$ cat src/rtl/stopwatch_pkg.sv
// Shared types and constants for the stopwatch timebase counter.
// Digits are BCD nibbles ordered c_ones (index 0) up to m_tens (index 5).
package stopwatch_pkg;

  typedef enum logic [1:0] {
    IDLE  = 2'd0,
    RUN   = 2'd1,
    PAUSE = 2'd2
  } state_t;

  localparam int DIGIT_W    = 4;
  localparam int NUM_DIGITS = 6;
  localparam int TIME_W     = DIGIT_W * NUM_DIGITS;
  localparam int S_TENS_IDX = 3;

  localparam logic [DIGIT_W-1:0] DEC_LIMIT = 4'd9;
  localparam logic [DIGIT_W-1:0] SEX_LIMIT = 4'd5;

  // Two-digit BCD encoding of a binary value in 0..99.
  function automatic logic [2*DIGIT_W-1:0] to_bcd2(input int value);
    to_bcd2 = {DIGIT_W'(value / 10), DIGIT_W'(value % 10)};
  endfunction

endpackage

$ cat src/rtl/bcd_digit_counter.sv
// One BCD digit of the elapsed-time cascade: counts 0..limit on inc and
// flags carry_out in the cycle it wraps back to zero.
module bcd_digit_counter
  import stopwatch_pkg::*;
(
  input  logic               clk,
  input  logic               rst_n,
  input  logic               clr,
  input  logic               inc,
  input  logic [DIGIT_W-1:0] limit,
  output logic               carry_out,
  output logic [DIGIT_W-1:0] digit
);

  logic [DIGIT_W-1:0] r_digit;
  logic               w_at_limit;

  // >= rather than == so a digit can never get stuck above its limit
  assign w_at_limit = (r_digit >= limit);
  assign carry_out  = inc & w_at_limit;
  assign digit      = r_digit;

  always_ff @(posedge clk or negedge rst_n) begin
    if (!rst_n) begin
      r_digit <= '0;
    end else if (clr) begin
      r_digit <= '0;
    end else if (inc) begin
      r_digit <= w_at_limit ? '0 : r_digit + 1'b1;
    end
  end

endmodule

$ cat src/rtl/stopwatch_timebase_counter.sv
// Turns the asynchronous 100 Hz timebase into centisecond ticks and keeps
// MM:SS.CC elapsed time with run/pause, lap freeze and clear control.
module stopwatch_timebase_counter
  import stopwatch_pkg::*;
#(
  parameter int SYNC_STAGES = 2,
  parameter int MAX_MINUTES = 59
) (
  input  logic              clk_50MHz,
  input  logic              rst_n,
  input  logic              clk_100Hz_in,
  input  logic              start_stop_req,
  input  logic              lap_req,
  input  logic              clear_req,
  output logic [TIME_W-1:0] time_bcd,
  output logic              running,
  output logic              lap_active,
  output logic              tick_100Hz,
  output logic              rollover
);

  localparam logic [2*DIGIT_W-1:0] MAX_MIN_BCD = to_bcd2(MAX_MINUTES);
  localparam logic [TIME_W-1:0]    MAX_COUNT   =
    {MAX_MIN_BCD, SEX_LIMIT, DEC_LIMIT, DEC_LIMIT, DEC_LIMIT};

  logic [SYNC_STAGES-1:0] r_sync;
  logic                   r_hist;
  logic                   w_tick;

  state_t r_state;
  state_t w_state_next;
  logic   r_lap_active;
  logic   w_lap_active_next;
  logic   w_lap_capture;
  logic   w_clear_cmd;

  logic [NUM_DIGITS:0]                 w_inc;
  logic [NUM_DIGITS-1:0][DIGIT_W-1:0]  w_digit;
  logic [NUM_DIGITS-1:0][DIGIT_W-1:0]  w_digit_next;
  logic                                w_count_en;
  logic                                w_at_max;
  logic                                w_wrap;
  logic                                w_clr_count;

  logic [TIME_W-1:0] r_lap;
  logic [TIME_W-1:0] w_lap_next;
  logic [TIME_W-1:0] r_time_bcd;
  logic              r_running;
  logic              r_rollover;

  // The 100 Hz input is plain asynchronous data here, never a clock
  always_ff @(posedge clk_50MHz or negedge rst_n) begin
    if (!rst_n) begin
      r_sync <= '0;
      r_hist <= 1'b0;
    end else begin
      r_sync <= {r_sync[SYNC_STAGES-2:0], clk_100Hz_in};
      r_hist <= r_sync[SYNC_STAGES-1];
    end
  end

  assign w_tick     = r_sync[SYNC_STAGES-1] & ~r_hist;
  assign tick_100Hz = w_tick;

  always_ff @(posedge clk_50MHz or negedge rst_n) begin
    if (!rst_n) begin
      r_state      <= IDLE;
      r_lap_active <= 1'b0;
    end else begin
      r_state      <= w_state_next;
      r_lap_active <= w_lap_active_next;
    end
  end

  // clear beats start/stop beats lap; losing requests are simply dropped
  always_comb begin
    w_state_next      = r_state;
    w_lap_active_next = r_lap_active;
    w_lap_capture     = 1'b0;
    w_clear_cmd       = 1'b0;
    if (clear_req) begin
      if (r_state != RUN) begin
        w_state_next      = IDLE;
        w_lap_active_next = 1'b0;
        w_clear_cmd       = 1'b1;
      end
    end else if (start_stop_req) begin
      case (r_state)
        IDLE:    w_state_next = RUN;
        RUN:     w_state_next = PAUSE;
        PAUSE:   w_state_next = RUN;
        default: w_state_next = IDLE;
      endcase
    end else if (lap_req) begin
      if (r_state == RUN) begin
        w_lap_active_next = ~r_lap_active;
        w_lap_capture     = ~r_lap_active;
      end else if (r_state == PAUSE) begin
        w_lap_active_next = 1'b0;
      end
    end
  end

  // Counting is gated by the state before any transition in this cycle
  assign w_count_en = (r_state == RUN) & w_tick;
  assign w_inc[0]   = w_count_en;
  assign w_at_max   = (w_digit == MAX_COUNT);
  // The m_tens carry only fires at 99:59.99, which is the wrap point when MAX_MINUTES is 99
  assign w_wrap      = (w_count_en & w_at_max) | w_inc[NUM_DIGITS];
  assign w_clr_count = w_clear_cmd | w_wrap;

  generate
    for (genvar gi = 0; gi < NUM_DIGITS; gi++) begin : g_digit
      localparam logic [DIGIT_W-1:0] LIMIT = (gi == S_TENS_IDX) ? SEX_LIMIT : DEC_LIMIT;

      bcd_digit_counter u_digit (
        .clk       (clk_50MHz),
        .rst_n     (rst_n),
        .clr       (w_clr_count),
        .inc       (w_inc[gi]),
        .limit     (LIMIT),
        .carry_out (w_inc[gi+1]),
        .digit     (w_digit[gi])
      );

      // Mirror of the digit's next value so lap capture and display see the post-tick count
      assign w_digit_next[gi] = w_clr_count  ? '0 :
                                w_inc[gi+1]  ? '0 :
                                w_inc[gi]    ? w_digit[gi] + 1'b1 :
                                               w_digit[gi];
    end
  endgenerate

  assign w_lap_next = w_lap_capture ? w_digit_next : r_lap;

  always_ff @(posedge clk_50MHz or negedge rst_n) begin
    if (!rst_n) begin
      r_lap      <= '0;
      r_time_bcd <= '0;
      r_running  <= 1'b0;
      r_rollover <= 1'b0;
    end else begin
      r_lap      <= w_lap_next;
      r_time_bcd <= w_lap_active_next ? w_lap_next : w_digit_next;
      r_running  <= (w_state_next == RUN);
      r_rollover <= w_wrap;
    end
  end

  assign time_bcd   = r_time_bcd;
  assign running    = r_running;
  assign lap_active = r_lap_active;
  assign rollover   = r_rollover;

endmodule

$ cat config.mk
export PLATFORM = sky130hd
export DESIGN_NAME = stopwatch_timebase_counter
export DESIGN_NICKNAME = d
export VERILOG_FILES = /design/src/rtl/stopwatch_pkg.sv /design/src/rtl/bcd_digit_counter.sv /design/src/rtl/stopwatch_timebase_counter.sv
export SDC_FILE = /design/constraint.sdc
export NUM_CORES = 1
export LEC_CHECK = 0
export BUFFER_PORTS_ARGS = -buffer_cell sky130_fd_sc_hd__buf_2
export CORE_ASPECT_RATIO = 1.2
export CORE_MARGIN = 2
export CORE_UTILIZATION = 53
export DETAILED_ROUTE_END_ITERATION = 6
export HOLD_SLACK_MARGIN = 0.03
export PLACE_DENSITY = 0.82
export SLEW_MARGIN = 5
export SYNTH_ARGS = -nofsm -noshare
export SYNTH_HDL_FRONTEND = slang
export SYNTH_SLANG_ARGS = --single-unit
$ cat constraint.sdc
create_clock -name clk_50MHz -period 2.06 [get_ports clk_50MHz]
set_clock_uncertainty 0.05 [all_clocks]
set_input_delay 0.515 -clock clk_50MHz [delete_from_list [all_inputs] [get_ports clk_50MHz]]
set_output_delay 0.515 -clock clk_50MHz [all_outputs]
set_load 0.02 [all_outputs]
==> impl_metrics.csv <==
group,metric,value,unit
synth,synth_flop_cell,"dfrtp_1",
cells_and_area,n_fill_cell,459,
grt,grt_use_total,24.1,%
critical_path,cp.required,2.26,ns
clocking,htreeDepth,3,
sta,rsz0062_at_grt,"true",
route,drt_pass1_iterations,6,
synth,ys_seq_elements,80,
sta,fin_crit_sh,103,%
place,gp_congestion,0.946,
sta,drv_slew,0,
sta,tightest_slew,0.427,ns
grt,grt_first_pass_wirelength,14200,um
floorplan,fp.dieH,96.8,um
sta,whs,0.0213,ns
route,via_count,3095,
outcome,outcome,"finished with violations",
place,detailed_place_hpwl,6130,um
synth,synth_area_per_cell,10.9,um^2
floorplan,die_area,7880,um^2
sta,finalHoldViolCount,0,
floorplan,num_rows,33,
synth,ys_types,54,
sta,min_period,2.13,ns
synth,syn_nets,373,
synth,syn_inst,349,
critical_path,worstSetupEndpointType,"register",
route,viasPerCell,5.86,
synth,ys_warn_count,0,
power_and_ir_drop,p_total,3.56,mW
place,dp_cells,499,
power_and_ir_drop,p_per_area,709,nW/um^2
sta,fmax,470,MHz
grt,grt_max_degree,37,
sta,setup_viol,25,
floorplan,die_w,81.4,um
synth,async_reset_ff_share,100,%
critical_path,critPathMaxFanout,4,
route,routedWlPerCell,17.8,um
route,wl,9410,um
cells_and_area,regArea,2000,um^2
floorplan,core,6900,um^2
synth,synth_enable_flop_cells,0,
critical_path,start_kind,"register",
floorplan,initial_core_util,55.2,%
cells_and_area,instances_no_fill,528,
clocking,cts_tree,"done",
clocking,hold_buffers,0,
hold_path,hp-class,"in -> async",
power_and_ir_drop,p_leak,2.45,nW
grt,antenna_found_initial,0,
cells_and_area,synthToLayoutAreaGrowth,32.0,%
grt,gr-total-overflow,0,
synth,netlist_area,3810,um^2
grt,grt_pass1_vias,2994,
route,drc_errors,0,
floorplan,io_pins,34,
cells_and_area,final_area,5030,um^2
sta,finalWorstSetupSlack,-0.0678,ns
place,port_buffers,33,
synth,ys_seq_area_share,52.6,%
cells_and_area,diodes,0,
run,cap_violations,0,
clocking,cts_buffers,9,
place,dpl_cell_area,4400,um^2
critical_path,crit_type,"reg -> reg",
route,ant_nets,0,
sta,fin_tns_setup,-0.803,ns
clocking,root_buffer,"clkbuf_8",
clocking,cts_buffer_depth,2,
cells_and_area,fin_nets,460,
route,drtIter0Drc,244,
cells_and_area,multi_input_area,1980,um^2
sta,slew_headroom,71.2,%
clocking,clkTransAtPathRegs,0.08,ns
clocking,clk_latency,0.37,ns
cells_and_area,drive_above_1_share,43.1,%
clocking,clock-sinks,80,
outcome,violations,"setup timing",
power_and_ir_drop,vdd_drop_max,0.633,mV
critical_path,arrival,2.33,ns
-- synthesized netlist by cell type (2+ instances only) --
| cell | count | area, um^2 |
|---|---|---|
| and4_1 | 2 | 17.5 |
| nor3b_1 | 3 | 22.5 |
| nor2b_1 | 3 | 18.8 |
| nand2b_1 | 2 | 12.5 |
| nor2_1 | 26 | 97.6 |
| nand3_1 | 5 | 25.0 |
| o31ai_1 | 17 | 128 |
| a21o_1 | 2 | 15.0 |
| buf_2 | 5 | 25.0 |
| inv_1 | 17 | 63.8 |
| clkbuf_1 | 8 | 30.0 |
| nor3_1 | 8 | 40.0 |
| ha_1 | 18 | 225 |
| nand4b_1 | 2 | 17.5 |
| mux2_2 | 17 | 191 |
| and2_1 | 7 | 43.8 |
| dfrtp_1 | 80 | 2000 |
| a31oi_1 | 8 | 50.1 |
| a22o_1 | 5 | 43.8 |
| a21oi_1 | 10 | 50.1 |
| mux2i_1 | 3 | 30.0 |
| nand2_1 | 40 | 150 |
| xnor2_1 | 3 | 26.3 |
| or3b_2 | 3 | 26.3 |
| a31o_2 | 2 | 17.5 |
| buf_6 | 3 | 33.8 |
| nor4b_1 | 2 | 17.5 |
| nor4_1 | 3 | 18.8 |
| and3_1 | 3 | 18.8 |
| o21ai_0 | 14 | 70.1 |
| a41oi_1 | 5 | 43.8 |
-- state kept, by name, summed over array words and instances (netlist names) --
name                   count
r_sync                     2
rollover                   1
g_digit.u_digit.digit     24
r_hist                     1
r_state                    2
lap_active                 1
time_bcd                  24
running                    1
r_lap                     24
-- critical path, cell delays in order, from the launching register on --
cell and delay, ns:
dfrtp_1 0.39, inv_1 0.06, ha_1 0.20, or3b_4 0.27, nand2_4 0.08, buf_12 0.13
nor3_4 0.22, mux2_2 0.40, a22o_1 0.21
-- logic make-up after synthesis --
kind of cell | synth area share, %
muxes | 5.82
buffers and inverters | 4.21
AOI/OAI and AO/OA | 13.3
and+or+nand+nor | 17.3
xor gates and xnor gates | 0.920
DFF | 52.6
adders and majority gates | 5.92
-- path summary, 6_finish.rpt --
kind,endpoint,cells after the start,slack (ns),start
max,r_lap[12],8,-0.07,g_digit[2].u_digit.digit[0]
min,g_digit[1].u_digit.digit[2],1,0.02,rst_n
max reg2reg,r_lap[12],8,-0.07,g_digit[2].u_digit.digit[0]
min reg2reg,r_sync[1],0,0.32,r_sync[0]
max in group asynchronous,g_digit[2].u_digit.digit[1],2,1.39,rst_n
min in group clk_50MHz,r_sync[0],1,0.20,clk_100Hz_in
-- metrics by stage --
step           utilization (%)  setup WS (ns)
6_report                  72.9        -0.0678
5_1_grt                   72.9         -0.173
4_1_cts                   68.1        0.00131
3_5_place_dp              63.8         -0.114
3_3_place_gp              63.8         -0.102
2_1_floorplan                -      -0.000396
-- layout make-up --
type / count / area share (%)
repair buffers: 92 / 13.3
flip-flops and latches: 80 / 39.8
clock buffers: 9 / 2.46
inverters: 17 / 1.27
clock inverters: 7 / 1.54
multi-input cells: 236 / 39.4
well taps: 87 / 2.17
-- where the power goes --
group | leakage (nW) | internal (mW) | total [mW] | switching (mW)
Clock | 0.101 | 0.572 | 1.18 | 0.610
Combinational | 1.25 | 0.279 | 0.678 | 0.398
Sequential | 1.10 | 1.65 | 1.70 | 0.0500
-- placed cells by master, fill, tap and decap left out, types with 5 or more instances in the layout --
cell,count
o21ai_0,8
o21ai_1,7
nand2_1,37
buf_4,54
ha_1,14
o31ai_2,11
a31oi_1,7
buf_2,32
o31ai_1,6
dfrtp_1,80
nor3_2,6
clkbuf_8,9
and2_1,5
inv_1,13
nor2_1,26
a21oi_1,5
mux2_2,15
-- repair_timing --
item / CTS / global route
cloned: 0 / 1
setup endpoints to repair: 53 / 59
resized for setup: 18 / 55
buffers inserted: 3 / 10
pin swaps: 2 / 11
endpoints found under the hold margin: 0 / 0
-- per-layer routing --
layer,vias to the layer above,track usage [%],part of all wire [%]
met5,-,0,0
met4,0,11.9,3.9
met3,32,5.13,4.5
met2,95,39.8,53
met1,1558,29.3,39
li1,1410,-,-
Power figures use the tool's default switching activity.
